[src/rtl/keypad_decoder_if.sv]
// Keypad decoder bundle: the keypad matrix lines plus the decoded key outputs.
// The master side is the decoder itself; the slave side is whatever consumes
// the key outputs and drives the column lines (the keypad matrix).
interface keypad_decoder_if;
    logic [3:0] keyPad_col;
    logic [3:0] keyPad_row;
    logic [3:0] key_code;
    logic       key_valid;
    logic       key_pressed;

    modport master (
        input  keyPad_col,
        output keyPad_row,
        output key_code,
        output key_valid,
        output key_pressed
    );

    modport slave (
        output keyPad_col,
        input  keyPad_row,
        input  key_code,
        input  key_valid,
        input  key_pressed
    );
endinterface

[src/rtl/keypad_decoder.sv]
// 4x4 matrix keypad scanner with full-scan debouncing.
// Rows are driven one-hot active-low, columns are sampled at the end of each
// row slot, and the lowest closed key of every full scan feeds a
// press/release debounce state machine.
module keypad_decoder #(
    parameter int SCAN_DIV       = 250,
    parameter int DEBOUNCE_SCANS = 3
) (
    input  logic             clock,
    input  logic             reset,
    keypad_decoder_if.master kp
);

    localparam logic [15:0] DIV_LAST   = 16'(SCAN_DIV - 1);
    localparam logic [3:0]  DEB_TARGET = 4'(DEBOUNCE_SCANS);
    localparam bit          DEB_ONE    = (DEBOUNCE_SCANS <= 1);

    localparam logic [1:0] ST_IDLE        = 2'd0;
    localparam logic [1:0] ST_DEB_PRESS   = 2'd1;
    localparam logic [1:0] ST_HELD        = 2'd2;
    localparam logic [1:0] ST_DEB_RELEASE = 2'd3;

    logic [3:0]  col_meta;
    logic [3:0]  col_sync;
    logic [15:0] div_cnt;
    logic [1:0]  row_idx;
    logic        slot_end;
    logic        scan_end;
    logic        col_hit;
    logic [1:0]  col_low;
    logic        acc_found;
    logic [3:0]  acc_code;
    logic        res_found;
    logic [3:0]  res_code;
    logic [1:0]  state;
    logic [3:0]  deb_cnt;
    logic [3:0]  cnt_inc;
    logic [3:0]  cand;
    logic        lock;
    logic [3:0]  key_code_q;
    logic        key_valid_q;
    logic        key_pressed_q;

    assign kp.keyPad_row  = ~(4'b0001 << row_idx);
    assign kp.key_code    = key_code_q;
    assign kp.key_valid   = key_valid_q;
    assign kp.key_pressed = key_pressed_q;

    assign slot_end = (div_cnt == DIV_LAST);
    assign scan_end = slot_end && (row_idx == 2'd3);

    // Two-flop synchronizer for the asynchronous column lines; resets to "all open".
    always_ff @(posedge clock or negedge reset) begin
        if (!reset) begin
            col_meta <= 4'hF;
            col_sync <= 4'hF;
        end else begin
            col_meta <= kp.keyPad_col;
            col_sync <= col_meta;
        end
    end

    // Row slot timer: each row stays driven for SCAN_DIV cycles, then the next row.
    always_ff @(posedge clock or negedge reset) begin
        if (!reset) begin
            div_cnt <= 16'd0;
            row_idx <= 2'd0;
        end else if (slot_end) begin
            div_cnt <= 16'd0;
            row_idx <= row_idx + 2'd1;
        end else begin
            div_cnt <= div_cnt + 16'd1;
        end
    end

    // Lowest closed column on the currently driven row.
    always_comb begin
        col_hit = 1'b0;
        col_low = 2'd0;
        for (int c = 3; c >= 0; c--) begin
            if (!col_sync[c]) begin
                col_hit = 1'b1;
                col_low = 2'(c);
            end
        end
    end

    // Rows are visited in ascending order, so the first hit of a scan is its lowest key.
    always_ff @(posedge clock or negedge reset) begin
        if (!reset) begin
            acc_found <= 1'b0;
            acc_code  <= 4'd0;
        end else if (scan_end) begin
            acc_found <= 1'b0;
            acc_code  <= 4'd0;
        end else if (slot_end && col_hit && !acc_found) begin
            acc_found <= 1'b1;
            acc_code  <= {row_idx, col_low};
        end
    end

    // Full-scan result including the row-3 sample taken on this very cycle.
    always_comb begin
        res_found = acc_found || col_hit;
        res_code  = acc_found ? acc_code : {row_idx, col_low};
        cnt_inc   = (deb_cnt == 4'hF) ? deb_cnt : deb_cnt + 4'd1;
    end

    // Debounce state machine, stepped once per completed scan.
    always_ff @(posedge clock or negedge reset) begin
        if (!reset) begin
            state         <= ST_IDLE;
            deb_cnt       <= 4'd0;
            cand          <= 4'd0;
            lock          <= 1'b0;
            key_code_q    <= 4'd0;
            key_valid_q   <= 1'b0;
            key_pressed_q <= 1'b0;
        end else begin
            key_valid_q <= 1'b0;
            if (scan_end) begin
                // A key that took over from the held key must be let go before it can be accepted.
                lock <= res_found && (lock ||
                        (((state == ST_HELD) || (state == ST_DEB_RELEASE)) && (res_code != key_code_q)));
                case (state)
                    ST_IDLE: begin
                        if (res_found && !lock) begin
                            cand <= res_code;
                            if (DEB_ONE) begin
                                key_code_q    <= res_code;
                                key_valid_q   <= 1'b1;
                                key_pressed_q <= 1'b1;
                                deb_cnt       <= 4'd0;
                                state         <= ST_HELD;
                            end else begin
                                deb_cnt <= 4'd1;
                                state   <= ST_DEB_PRESS;
                            end
                        end
                    end
                    ST_DEB_PRESS: begin
                        if (!res_found) begin
                            deb_cnt <= 4'd0;
                            state   <= ST_IDLE;
                        end else if (res_code == cand) begin
                            if (cnt_inc >= DEB_TARGET) begin
                                key_code_q    <= res_code;
                                key_valid_q   <= 1'b1;
                                key_pressed_q <= 1'b1;
                                deb_cnt       <= 4'd0;
                                state         <= ST_HELD;
                            end else begin
                                deb_cnt <= cnt_inc;
                            end
                        end else begin
                            cand    <= res_code;
                            deb_cnt <= 4'd1;
                        end
                    end
                    ST_HELD: begin
                        if (!(res_found && (res_code == key_code_q))) begin
                            if (DEB_ONE) begin
                                key_pressed_q <= 1'b0;
                                deb_cnt       <= 4'd0;
                                state         <= ST_IDLE;
                            end else begin
                                deb_cnt <= 4'd1;
                                state   <= ST_DEB_RELEASE;
                            end
                        end
                    end
                    default: begin
                        if (res_found && (res_code == key_code_q)) begin
                            deb_cnt <= 4'd0;
                            state   <= ST_HELD;
                        end else if (cnt_inc >= DEB_TARGET) begin
                            key_pressed_q <= 1'b0;
                            deb_cnt       <= 4'd0;
                            state         <= ST_IDLE;
                        end else begin
                            deb_cnt <= cnt_inc;
                        end
                    end
                endcase
            end
        end
    end

endmodule
[src/flat_wrapper.sv]
// flat-port wrapper written by rule: the top's interface ports become plain ports
module keypad_decoder_flat 
#(
    parameter int SCAN_DIV       = 250,
    parameter int DEBOUNCE_SCANS = 3
)
  (clock, reset, kp_keyPad_col, kp_keyPad_row, kp_key_code, kp_key_valid, kp_key_pressed);
  keypad_decoder_if kp_i ();
  input  logic clock;
  input  logic reset;
  input wire logic [$bits(kp_i.keyPad_col)-1:0] kp_keyPad_col;
  output wire logic [$bits(kp_i.keyPad_row)-1:0] kp_keyPad_row;
  output wire logic [$bits(kp_i.key_code)-1:0] kp_key_code;
  output wire logic [$bits(kp_i.key_valid)-1:0] kp_key_valid;
  output wire logic [$bits(kp_i.key_pressed)-1:0] kp_key_pressed;
  assign kp_i.keyPad_col = kp_keyPad_col;
  assign kp_keyPad_row = kp_i.keyPad_row;
  assign kp_key_code = kp_i.key_code;
  assign kp_key_valid = kp_i.key_valid;
  assign kp_key_pressed = kp_i.key_pressed;
  keypad_decoder #(.SCAN_DIV(SCAN_DIV), .DEBOUNCE_SCANS(DEBOUNCE_SCANS)) u_core (.clock(clock), .reset(reset), .kp(kp_i));
endmodule
[config.mk]
export PLATFORM = sky130hd
export DESIGN_NAME = keypad_decoder_flat
export DESIGN_NICKNAME = d
export VERILOG_FILES = /design/src/rtl/keypad_decoder_if.sv /design/src/rtl/keypad_decoder.sv /design/src/flat_wrapper.sv
export SDC_FILE = /design/constraint.sdc
export NUM_CORES = 1
export LEC_CHECK = 0
export CAP_MARGIN = 25
export CORE_MARGIN = 2
export CORE_UTILIZATION = 40
export DETAILED_ROUTE_END_ITERATION = 16
export GPL_TIMING_DRIVEN = 0
export PLACE_DENSITY = 0.66
export SLEW_MARGIN = 20
export SYNTH_ARGS = -nofsm -noshare
export SYNTH_HDL_FRONTEND = slang
export SYNTH_SLANG_ARGS = --single-unit
[constraint.sdc]
create_clock -name clock -period 3.81 [get_ports clock]
set_clock_uncertainty 0.05 [all_clocks]
set_input_delay 0.762 -clock clock [delete_from_list [all_inputs] [get_ports clock]]
set_output_delay 0.762 -clock clock [all_outputs]
set_load 0.01 [all_outputs]
==> flow_metrics.tcl <==
set metrics [dict create \
    status "complete, no violations" \
    final_nets 251 \
    hold_class "flip-flop to flip-flop" \
    min_to "u_core.col_sync[1]" \
    tritoncts "yes" \
    die_w_um 82.32 \
    place_inst 306 \
    timing.rr.start "u_core.div_cnt[1]" \
    min_period_ns 2.697 \
    io_pins 16 \
    cts_max_path_buffers 2 \
    crit_start "u_core.div_cnt[1]" \
    ctsResizeCount 0 \
    cp_max_fo 6 \
    htree_levels 2 \
    r2r_slack_ns 1.11 \
    drt_iter0_markers 58 \
    wl_per_cell_um 13.55 \
    reg2regPathDepth 8 \
    synthXorXnorAreaFrac_pct 7.496 \
    p_per_area_nw_per_um2 325.2 \
    grt_pass1_vias 1680 \
    r2r-end "u_core.cand[1]" \
    min_path_cells 0 \
    place_ws_ns 1.124 \
    via_per_inst 5.197 \
    fin_area_um2 2824 \
    synth_warnings 0 \
    grt_pass1_wl_mm 7.866 \
    synth_edf_count 0 \
    track_usage_pct 14.94 \
    clk_pin_slew_ns 0.09 \
    crit_buf_inv 1 \
    fin_util_pct 47.70 \
    ant_nets 0 \
    synth_fa_ha_area_share_pct 3.570 \
    cp_top_family "simple AND/OR/NAND/NOR gates" \
    p_leak_uw 0.001322 \
    clock-sinks 48 \
    setup_viol 0 \
    startpoint_type "flip-flop" \
    gp_congestion 0.7851 \
    slowest_delay_ns 0.49 \
    synthSimpleGateAreaFrac_pct 17.70 \
    layout-drive-gt1-share_pct 17.57 \
    synth_nets 228 \
    ys.flop_type "dfrtp_1" \
    dieArea_um2 6777 \
    tns_ns 0 \
    clock.fmax_ghz 0.3707 \
    antenna_found_initial 0 \
    portBuffers 15 \
    fin_ws_ns 1.113 \
    max-slew-margin-rel_pct 63.46 \
    min_from "u_core.col_meta[1]" \
    post_cts_buffers 0 \
    synthMuxAreaShare_pct 6.017 \
    globalRouteOverflowTotal 0 \
    std_cell_rows 28 \
    rsz0062_at_grt "no" \
    grt_max_degree 28 \
    core_area_um2 5921 \
    initial_core_util_pct 41.44 \
    cp.arrival_ns 2.83 \
    hold_viol_final 0 \
    async_reset_ff_share_pct 100.0 \
    via_count 1632 \
    ys_seq_area_share_pct 49.36 \
    insertion_delay_ns 0.30 \
    finalCritPeriodShare_pct 70.80 \
    antenna_cells 0 \
    worstMarginPinSlew_ns 0.5456 \
    path_cells "inv_1 > ha_1 > or3b_2 > nor4_4 > nand2_1 > a211o_1 > a21oi_2 > mux2_1" \
    cts_buffers 5 \
    critPathKind "flip-flop to flip-flop" \
    route.detailed.drc 0 \
    dpl.hpwl_mm 3.166 \
    wl_mm 4.256 \
    syn2layout_area_growth_pct 15.09 \
    ys_ff_latch 48 \
    required_ns 3.95 \
    ys_types 56 \
    avgSynthCellArea_um2 11.41 \
    fp.dieH_um 82.32 \
    irDropWorstVdd_mv 0.1994 \
    synth_top_family_by_area "simple AND/OR/NAND/NOR gates" \
    instances_no_fill 314 \
    dpl_cell_area_um2 2713 \
    drt-pass1-iter-count 4 \
    maxCapViolCount 0 \
    slew_viol_final 0 \
    crit_slowest_cell "or3b_2" \
    hold_buffers 0 \
    critPathCaptureType "flip-flop" \
    clockRootBuffer "clkbuf_8" \
    netlist_area_um2 2454 \
    syn_inst 215 \
    synth-compound-area-share_pct 12.24 \
]
## kinds of logic after synthesis
family                   after synthesis
adder cells (fa/ha/maj)                7
AND/OR/NAND/NOR                       66
XOR/XNOR                              21
AO/OA/AOI/OAI                         45
multiplexers                          12
buffers and inverters                 16
flip-flops                            48
## through the flow
stage,total power [uW],hold slack [ns]
after detailed placement,564.6,0.2968
after floorplan,543.0,0.2952
after global placement,561.9,0.2959
final,918.4,0.3094
after global routing,957.5,0.3202
after CTS,929.3,0.3101
## report_power, final
part,internal [uW],switching (uW)
sequential,517,2.40
clock,194,170
combinational,12.2,22.5
## registers in the layout, indices dropped and copies added, names as in the netlist, 2 cells and up
register and count:
u_core.col_meta 4, u_core.col_sync 4, u_core.state 2, u_core.deb_cnt 4, u_core.kp.key_code 4, u_core.cand 4, u_core.row_idx 2, u_core.acc_code 4
u_core.div_cnt 16
## worst reg2reg max path, stage by stage, from the launching register on
cell and delay, ns:
dfrtp_1 0.41, inv_1 0.07, ha_1 0.15, or3b_2 0.49, nor4_4 0.43, nand2_1 0.16
a211o_1 0.29, a21oi_2 0.21, mux2_1 0.34
## worst max path at each step
stage / cells past startpoint / slack (ns) / endpoint
CTS: 8 / 1.10 / u_core.cand[2]
floorplan: 8 / 1.30 / u_core.kp.key_code[0]
global route: 8 / 0.96 / u_core.cand[3]
detailed placement: 8 / 1.12 / u_core.cand[2]
finish: 8 / 1.11 / u_core.cand[1]
global placement: 1 / 0.57 / u_core.div_cnt[9]
## metal layers
layer / wire length, um / vias up / track usage, %
met1: 2116 / 801 / 21.09
li1: - / 808 / -
met2: 1995 / 17 / 23.06
met3: 112 / 6 / 3.587
met4: 31 / 0 / 3.833
met5: 0 / - / 0
## layout make-up
class	count	area, um^2
multi-input cells	151	1154
fillers	541	3097
inverters	12	58.81
clock inverters	3	42.54
plain buffers	4	30.03
well taps	75	93.84
repair buffers	16	165.2
flip-flops and latches	48	1211
clock buffers	5	68.82
## cell usage in the layout (no fill, tap or decap), drive strengths merged, types with 2 or more instances in the layout
master	count
and3	2
mux2i	2
a22o	4
nand3	6
buf	4
dfrtp	40
o31ai	3
nor2	18
inv	11
dfstp	8
nor4	2
a211o	3
or4	3
a31oi	3
or3	6
clkdlybuf4s50	14
o21ai	12
nand4	5
bufinv	2
clkbuf	7
xnor2	15
ha	7
nor2b	2
nand2	12
and2	2
xor2	6
mux2	10
a21oi	12
## Yosys cell counts, drive strengths merged, types with 4 or more instances
| library cell | n | share of area (%) |
|---|---|---|
| inv | 11 | 1.7 |
| dfrtp | 40 | 41 |
| nand4 | 5 | 1.5 |
| nor2 | 18 | 4.2 |
| xor2 | 6 | 2.1 |
| nand2 | 12 | 1.8 |
| a21oi | 12 | 2.6 |
| mux2 | 10 | 5.2 |
| nand3 | 6 | 1.7 |
| or3 | 6 | 1.5 |
| o21ai | 12 | 2.4 |
| ha | 7 | 3.6 |
| xnor2 | 15 | 5.4 |
| a22o | 4 | 1.4 |
| dfstp | 8 | 8.6 |
Power figures use the tool's default switching activity.
